==> src/rtl/seq_alu_monitor.sv <==
// seq_alu_monitor
// Passive checker for a registered ALU. A one-cycle-latency reference model
// tracks every enabled transaction, compares it against the DUT result one
// edge later, and accumulates saturating transaction and error counts until
// N_TXN compares have been made. At that point the run is done and a pass
// verdict is held until reset.

module seq_alu_monitor #(
  parameter int WIDTH = 4,
  parameter int N_TXN = 1000,
  parameter int CNT_W = 16
) (
  input  logic                 clk,
  input  logic                 rst,
  input  logic                 en,
  input  logic [WIDTH-1:0]     A,
  input  logic [WIDTH-1:0]     B,
  input  logic [2:0]           opcode,
  input  logic [2*WIDTH-1:0]   alu_out,
  output logic                 mismatch,
  output logic [CNT_W-1:0]     txn_cnt,
  output logic [CNT_W-1:0]     err_cnt,
  output logic [2:0]           first_err_opcode,
  output logic                 done,
  output logic                 pass
);

  localparam int RW = 2 * WIDTH;

  // Counter ceiling, and the count at which the run is complete.
  localparam logic [CNT_W-1:0] CNT_MAX = '1;
  localparam logic [CNT_W-1:0] N_TXN_C = CNT_W'(N_TXN);

  typedef enum logic [1:0] {
    S_IDLE = 2'd0,
    S_RUN  = 2'd1,
    S_DONE = 2'd2
  } state_t;

  typedef enum logic [2:0] {
    OP_ADD  = 3'b000,
    OP_SUB  = 3'b001,
    OP_MUL  = 3'b010,
    OP_AND  = 3'b011,
    OP_OR   = 3'b100,
    OP_XOR  = 3'b101,
    OP_NAND = 3'b110,
    OP_RSVD = 3'b111
  } op_t;

  // Reference ALU: operands zero-extended to the full result width.
  function automatic logic [RW-1:0] alu_model(
    input logic [WIDTH-1:0] a,
    input logic [WIDTH-1:0] b,
    input logic [2:0]       op
  );
    logic [RW-1:0] a_z;
    logic [RW-1:0] b_z;
    logic [RW-1:0] res;
    a_z = {{WIDTH{1'b0}}, a};
    b_z = {{WIDTH{1'b0}}, b};
    res = '0;
    case (op_t'(op))
      OP_ADD:  res = a_z + b_z;
      OP_SUB:  res = a_z - b_z;          // wraps modulo 2^RW
      OP_MUL:  res = a_z * b_z;          // full product fits in RW bits
      OP_AND:  res = a_z & b_z;
      OP_OR:   res = a_z | b_z;
      OP_XOR:  res = a_z ^ b_z;
      OP_NAND: res = {{WIDTH{1'b0}}, ~(a & b)};
      default: res = '0;                 // reserved opcode
    endcase
    return res;
  endfunction

  state_t           state_q;
  state_t           state_d;
  logic [RW-1:0]    exp_q;     // expected result of the transaction in flight
  logic [2:0]       op_q;      // opcode of the transaction in flight
  logic             chk_q;     // a transaction is in flight and due for compare

  logic             compare;
  logic             fail;
  logic             last_cmp;
  logic [CNT_W-1:0] txn_inc;

  // Compare qualification: only in RUN, only when a transaction is pending.
  always_comb begin
    // NOTE: every always_comb output gets a default first so no path leaves it
    // unassigned; a missing branch would otherwise infer a latch.
    compare  = 1'b0;
    fail     = 1'b0;
    last_cmp = 1'b0;
    txn_inc  = txn_cnt;
    if (state_q == S_RUN && chk_q) begin
      compare  = 1'b1;
      fail     = (alu_out != exp_q);
      txn_inc  = (txn_cnt == CNT_MAX) ? txn_cnt : txn_cnt + 1'b1;
      last_cmp = (txn_inc == N_TXN_C);
    end
  end

  // Reference model pipeline: capture expected result and opcode on enabled edges.
  always_ff @(posedge clk or negedge rst) begin
    // NOTE: sequential state uses non-blocking assignments so every register
    // samples pre-edge values, independent of statement order.
    if (!rst) begin
      exp_q <= '0;
      op_q  <= '0;
      chk_q <= 1'b0;
    end else begin
      chk_q <= en;
      if (en) begin
        exp_q <= alu_model(A, B, opcode);
        op_q  <= opcode;
      end
    end
  end

  // Scoreboard counters, first-failure capture and the mismatch pulse.
  always_ff @(posedge clk or negedge rst) begin
    if (!rst) begin
      txn_cnt          <= '0;
      err_cnt          <= '0;
      first_err_opcode <= '0;
      mismatch         <= 1'b0;
    end else begin
      mismatch <= 1'b0;
      if (compare) begin
        txn_cnt <= txn_inc;
        if (fail) begin
          if (err_cnt == '0) begin
            first_err_opcode <= op_q;
          end
          if (err_cnt != CNT_MAX) begin
            err_cnt <= err_cnt + 1'b1;
          end
          // The completing compare lands in DONE, where mismatch is held low;
          // its error is still reflected in err_cnt and pass.
          mismatch <= ~last_cmp;
        end
      end
    end
  end

  // FSM state register.
  always_ff @(posedge clk or negedge rst) begin
    if (!rst) begin
      state_q <= S_IDLE;
    end else begin
      state_q <= state_d;
    end
  end

  // FSM next-state logic: IDLE waits for traffic, RUN ends on the N_TXN-th compare.
  always_comb begin
    state_d = state_q;
    case (state_q)
      S_IDLE:  if (en)       state_d = S_RUN;
      S_RUN:   if (last_cmp) state_d = S_DONE;
      S_DONE:  state_d = S_DONE;
      default: state_d = S_IDLE;
    endcase
  end

  // FSM outputs: done is sticky via the DONE state; pass only qualifies done.
  always_comb begin
    done = (state_q == S_DONE);
    pass = done && (err_cnt == '0);
  end

endmodule

==> config.mk <==
export PLATFORM = sky130hd
export DESIGN_NAME = seq_alu_monitor
export DESIGN_NICKNAME = d
export VERILOG_FILES = /design/src/rtl/seq_alu_monitor.sv
export SDC_FILE = /design/constraint.sdc
export NUM_CORES = 1
export LEC_CHECK = 0
export ABC_AREA = 1
export CAP_MARGIN = 25
export CELL_PAD_IN_SITES_DETAIL_PLACEMENT = 2
export CELL_PAD_IN_SITES_GLOBAL_PLACEMENT = 2
export CORE_ASPECT_RATIO = 1.5
export CORE_MARGIN = 10
export CORE_UTILIZATION = 39
export CTS_CLUSTER_DIAMETER = 50
export CTS_CLUSTER_SIZE = 16
export DETAILED_ROUTE_END_ITERATION = 8
export DONT_BUFFER_PORTS = 1
export PLACE_DENSITY = 0.86
export SYNTH_ARGS = -nofsm -noshare
export SYNTH_HDL_FRONTEND = slang
export SYNTH_SLANG_ARGS = --single-unit
==> constraint.sdc <==
create_clock -name clk -period 2.9 [get_ports clk]
set_input_delay 0.87 -clock clk [delete_from_list [all_inputs] [get_ports clk]]
set_output_delay 0.87 -clock clk [all_outputs]
set_load 0.1 [all_outputs]
==> impl_metrics.yaml <==
detailed_routing:
  drt_iter0_drc: 96
  drt_first_pass_iters: 4
  vias_per_cell: 5.58
  route.vias.total: 3892
  detail_route.wl_per_cell_um: 22.3
  drtAntennaViolNets: 0
  drc: 0
  wl_mm: 15.6
place:
  place_hpwl_mm: 11.6
  placedCellCount: 688
  gp_congestion: 0.877
  io_buffers: 0
final_layout:
  num_antenna_cells: 0
  final_cell_count_no_fill: 698
  final_net_count: 641
  drive_gt1_share_pct: 18.4
  final_common_cell: "nand2_1"
  post-route-util_pct: 47.8
  mostFrequentLayoutCells: "129 x nand2_1, 83 x inv_1, 50 x dfrtp_1"
  area_delta_synth_final_pct: 18.9
synthesis:
  yosysWarnings: 0
  synth-seq-cells: 50
  yosys_most_used_dff: "dfrtp_1"
  yosysSeqAreaShare_pct: 31.7
  synth-async-reset-ratio_pct: 100
  syn_avg_cell_area_um2: 7.36
  mappedNetlistNets: 594
  synth_area_mm2: 0.00394
  ys_types: 36
  synthCells: 536
  synth_edf_count: 0
global_route:
  grt_pass1_vias: 4455
  grt_usage_pct: 20.4
  antenna_found_initial: 0
  grt_overflow: 0
  grt_max_degree: 51
  grt_pass1_wl_mm: 23.5
critical_path:
  reg2reg_depth: 11
  rr_endpoint: "err_cnt[8]$_DFFE_PN0P_"
  ff2ff_setup_slack_ns: 0.37
  endpoint_kind: "flop"
  path_class: "input port to flop"
  r2r-start: "err_cnt[0]$_DFFE_PN0P_"
  cp_max_fo: 5
  cp.arrival_ns: 3.22
  cp.required_ns: 3.09
  cp-start-kind: "input port"
clock_tree:
  cts_tree: "built"
  h-tree-depth: 2
  clockBufferDepth: 2
  clkTransAtPathRegs_ns: 0.07
  clock_latency_ns: 0.30
  cts.sink_count: 50
  cts_inserted_buffers: 5
  cts_root_buf: "clkbuf_16"
floorplanning:
  core-area_mm2: 0.00980
  initial_core_util_pct: 40.2
  die_w_um: 102
  placement_rows: 44
  die_area_mm2: 0.0146
  ios: 60
  die_y_um: 143
sta:
  rsz0062_at_grt: "yes"
  finalHoldViolations: 0
  drv_slew: 0
  setup_violations: 4
  fin_crit_sh_pct: 104
  timing.fmax_ghz: 0.330
  skew_ns: 0.00696
  finalWorstSetupSlack_ns: -0.128
  maxSlewHeadroom_pct: 38.3
  max_slew.worst_pin.slew_ns: 0.926
  fin_crit_ns: 3.03
power_and_ir_drop:
  ir_drop_mv: 0.275
  cellPowerDensity_mw_per_mm2: 868
  p_leak_nw: 2.35
run_status:
  status: "complete, but fails checks"
  violations: "setup timing"
run:
  drv_cap: 0
worst_hold_path:
  hold_class: "input port to async pin"
## through the flow
stage / power [W] / instance area (µm²) / setup TNS [ns] / hold slack, ns / setup WS [ns]
after floorplan: 0.00273 / 3970 / -0.225 / 0.461 / -0.192
after global placement: 0.00316 / 4420 / -0.642 / 0.480 / -0.211
after detailed placement: 0.00330 / 4420 / -1.41 / 0.487 / -0.351
after CTS: 0.00403 / 4600 / -0.0744 / 0.256 / -0.0422
after global routing: 0.00428 / 4690 / -0.704 / 0.251 / -0.235
final: 0.00407 / 4690 / -0.350 / 0.259 / -0.128
## layout make-up
| cell class | count | area, µm² |
|---|---|---|
| Fill cell | 1136 | 5110 |
| Clock inverter | 1 | 30.0 |
| Inverter | 88 | 330 |
| Timing Repair Buffer | 49 | 384 |
| Sequential cell | 50 | 1250 |
| Multi-Input combinational cell | 389 | 2410 |
| Tap cell | 115 | 144 |
| Clock buffer | 6 | 139 |
## registers in the layout, indices dropped and copies added (netlist names)
name,count
first_err_opcode,3
op_q,3
exp_q,8
mismatch,1
chk_q,1
txn_cnt,16
err_cnt,16
state_q,2
## cells by family (layout without fill, tap and decap cells)
| family | count (synthesis) | after routing | share of synthesized area [%] |
|---|---|---|---|
| adders and majority gates | 36 | 36 | 12.6 |
| DFF | 50 | 50 | 31.7 |
| and+or+nand+nor | 258 | 258 | 29.8 |
| xor gates and xnor gates | 27 | 27 | 6.19 |
| buffers and inverters | 97 | 144 | 9.65 |
| AOI/OAI and AO/OA | 68 | 68 | 10.0 |
## worst max-delay path, cell delays in order
cell and delay (ns):
nand2_8 0.03, fa_1 0.51, fa_1 0.58, inv_1 0.09, ha_4 0.22, nand3_2 0.08
nand3_2 0.09, nand2_2 0.09, nand2_2 0.07, a21oi_2 0.15, xor2_1 0.19, o21ai_1 0.10
nand2_1 0.09, nand2_1 0.06
## power by group
part / leakage (nW) / internal (W) / switching [W]
Clock: 0.0829 / 0.000427 / 0.000275
Combinational: 1.63 / 0.000520 / 0.00181
Sequential: 0.628 / 0.000856 / 0.000179
## metal layers
layer	global-route usage (%)	up-vias	routed length [µm]	part of all wire [%]
met3	3.77	40	626	4.0
met5	0	-	0	0
met4	8.42	0	573	3.7
met1	19.3	1957	5480	35
li1	-	1802	-	-
met2	40.8	93	8910	57
## synth_stat cells (2+ instances only)
master	count	area [µm²]
o21ai_1	3	15.0
inv_1	85	319
nand3_1	37	185
nor2_1	34	128
buf_6	2	22.5
o21ai_0	29	145
dfrtp_1	50	1250
nand4_1	12	75.1
nand2_2	6	37.5
nor2_4	6	67.6
o22ai_1	5	31.3
fa_1	6	120
nand3_2	2	20.0
nor2_2	3	18.8
or2_2	3	18.8
ha_1	30	375
inv_2	2	7.51
o21bai_1	2	15.0
xor2_1	26	228
nand2_1	135	507
nor3_1	12	60.1
clkbuf_1	6	22.5
nor4_1	5	31.3
a21oi_1	13	65.1
o21ai_2	7	61.3
a31oi_1	5	31.3
## what timing repair did
item | in CTS | in global routing
buffers inserted | 1 | 2
setup endpoints to repair | 3 | 5
hold buffers | 0 | 0
resized for setup | 1 | 17
pin swaps | 1 | 13
## worst max-delay path by stage
stage          start                   end  slack (ns)
2_1_floorplan   A[2]  exp_q[7]$_DFFE_PN0P_       -0.19
5_1_grt         A[2]  exp_q[7]$_DFFE_PN0P_       -0.23
3_5_place_dp    A[2]  exp_q[6]$_DFFE_PN0P_       -0.35
6_report        B[2]  exp_q[7]$_DFFE_PN0P_       -0.13
3_3_place_gp    A[2]  exp_q[7]$_DFFE_PN0P_       -0.21
4_1_cts         A[2]  exp_q[6]$_DFFE_PN0P_       -0.04
Power figures use the tool's default switching activity.
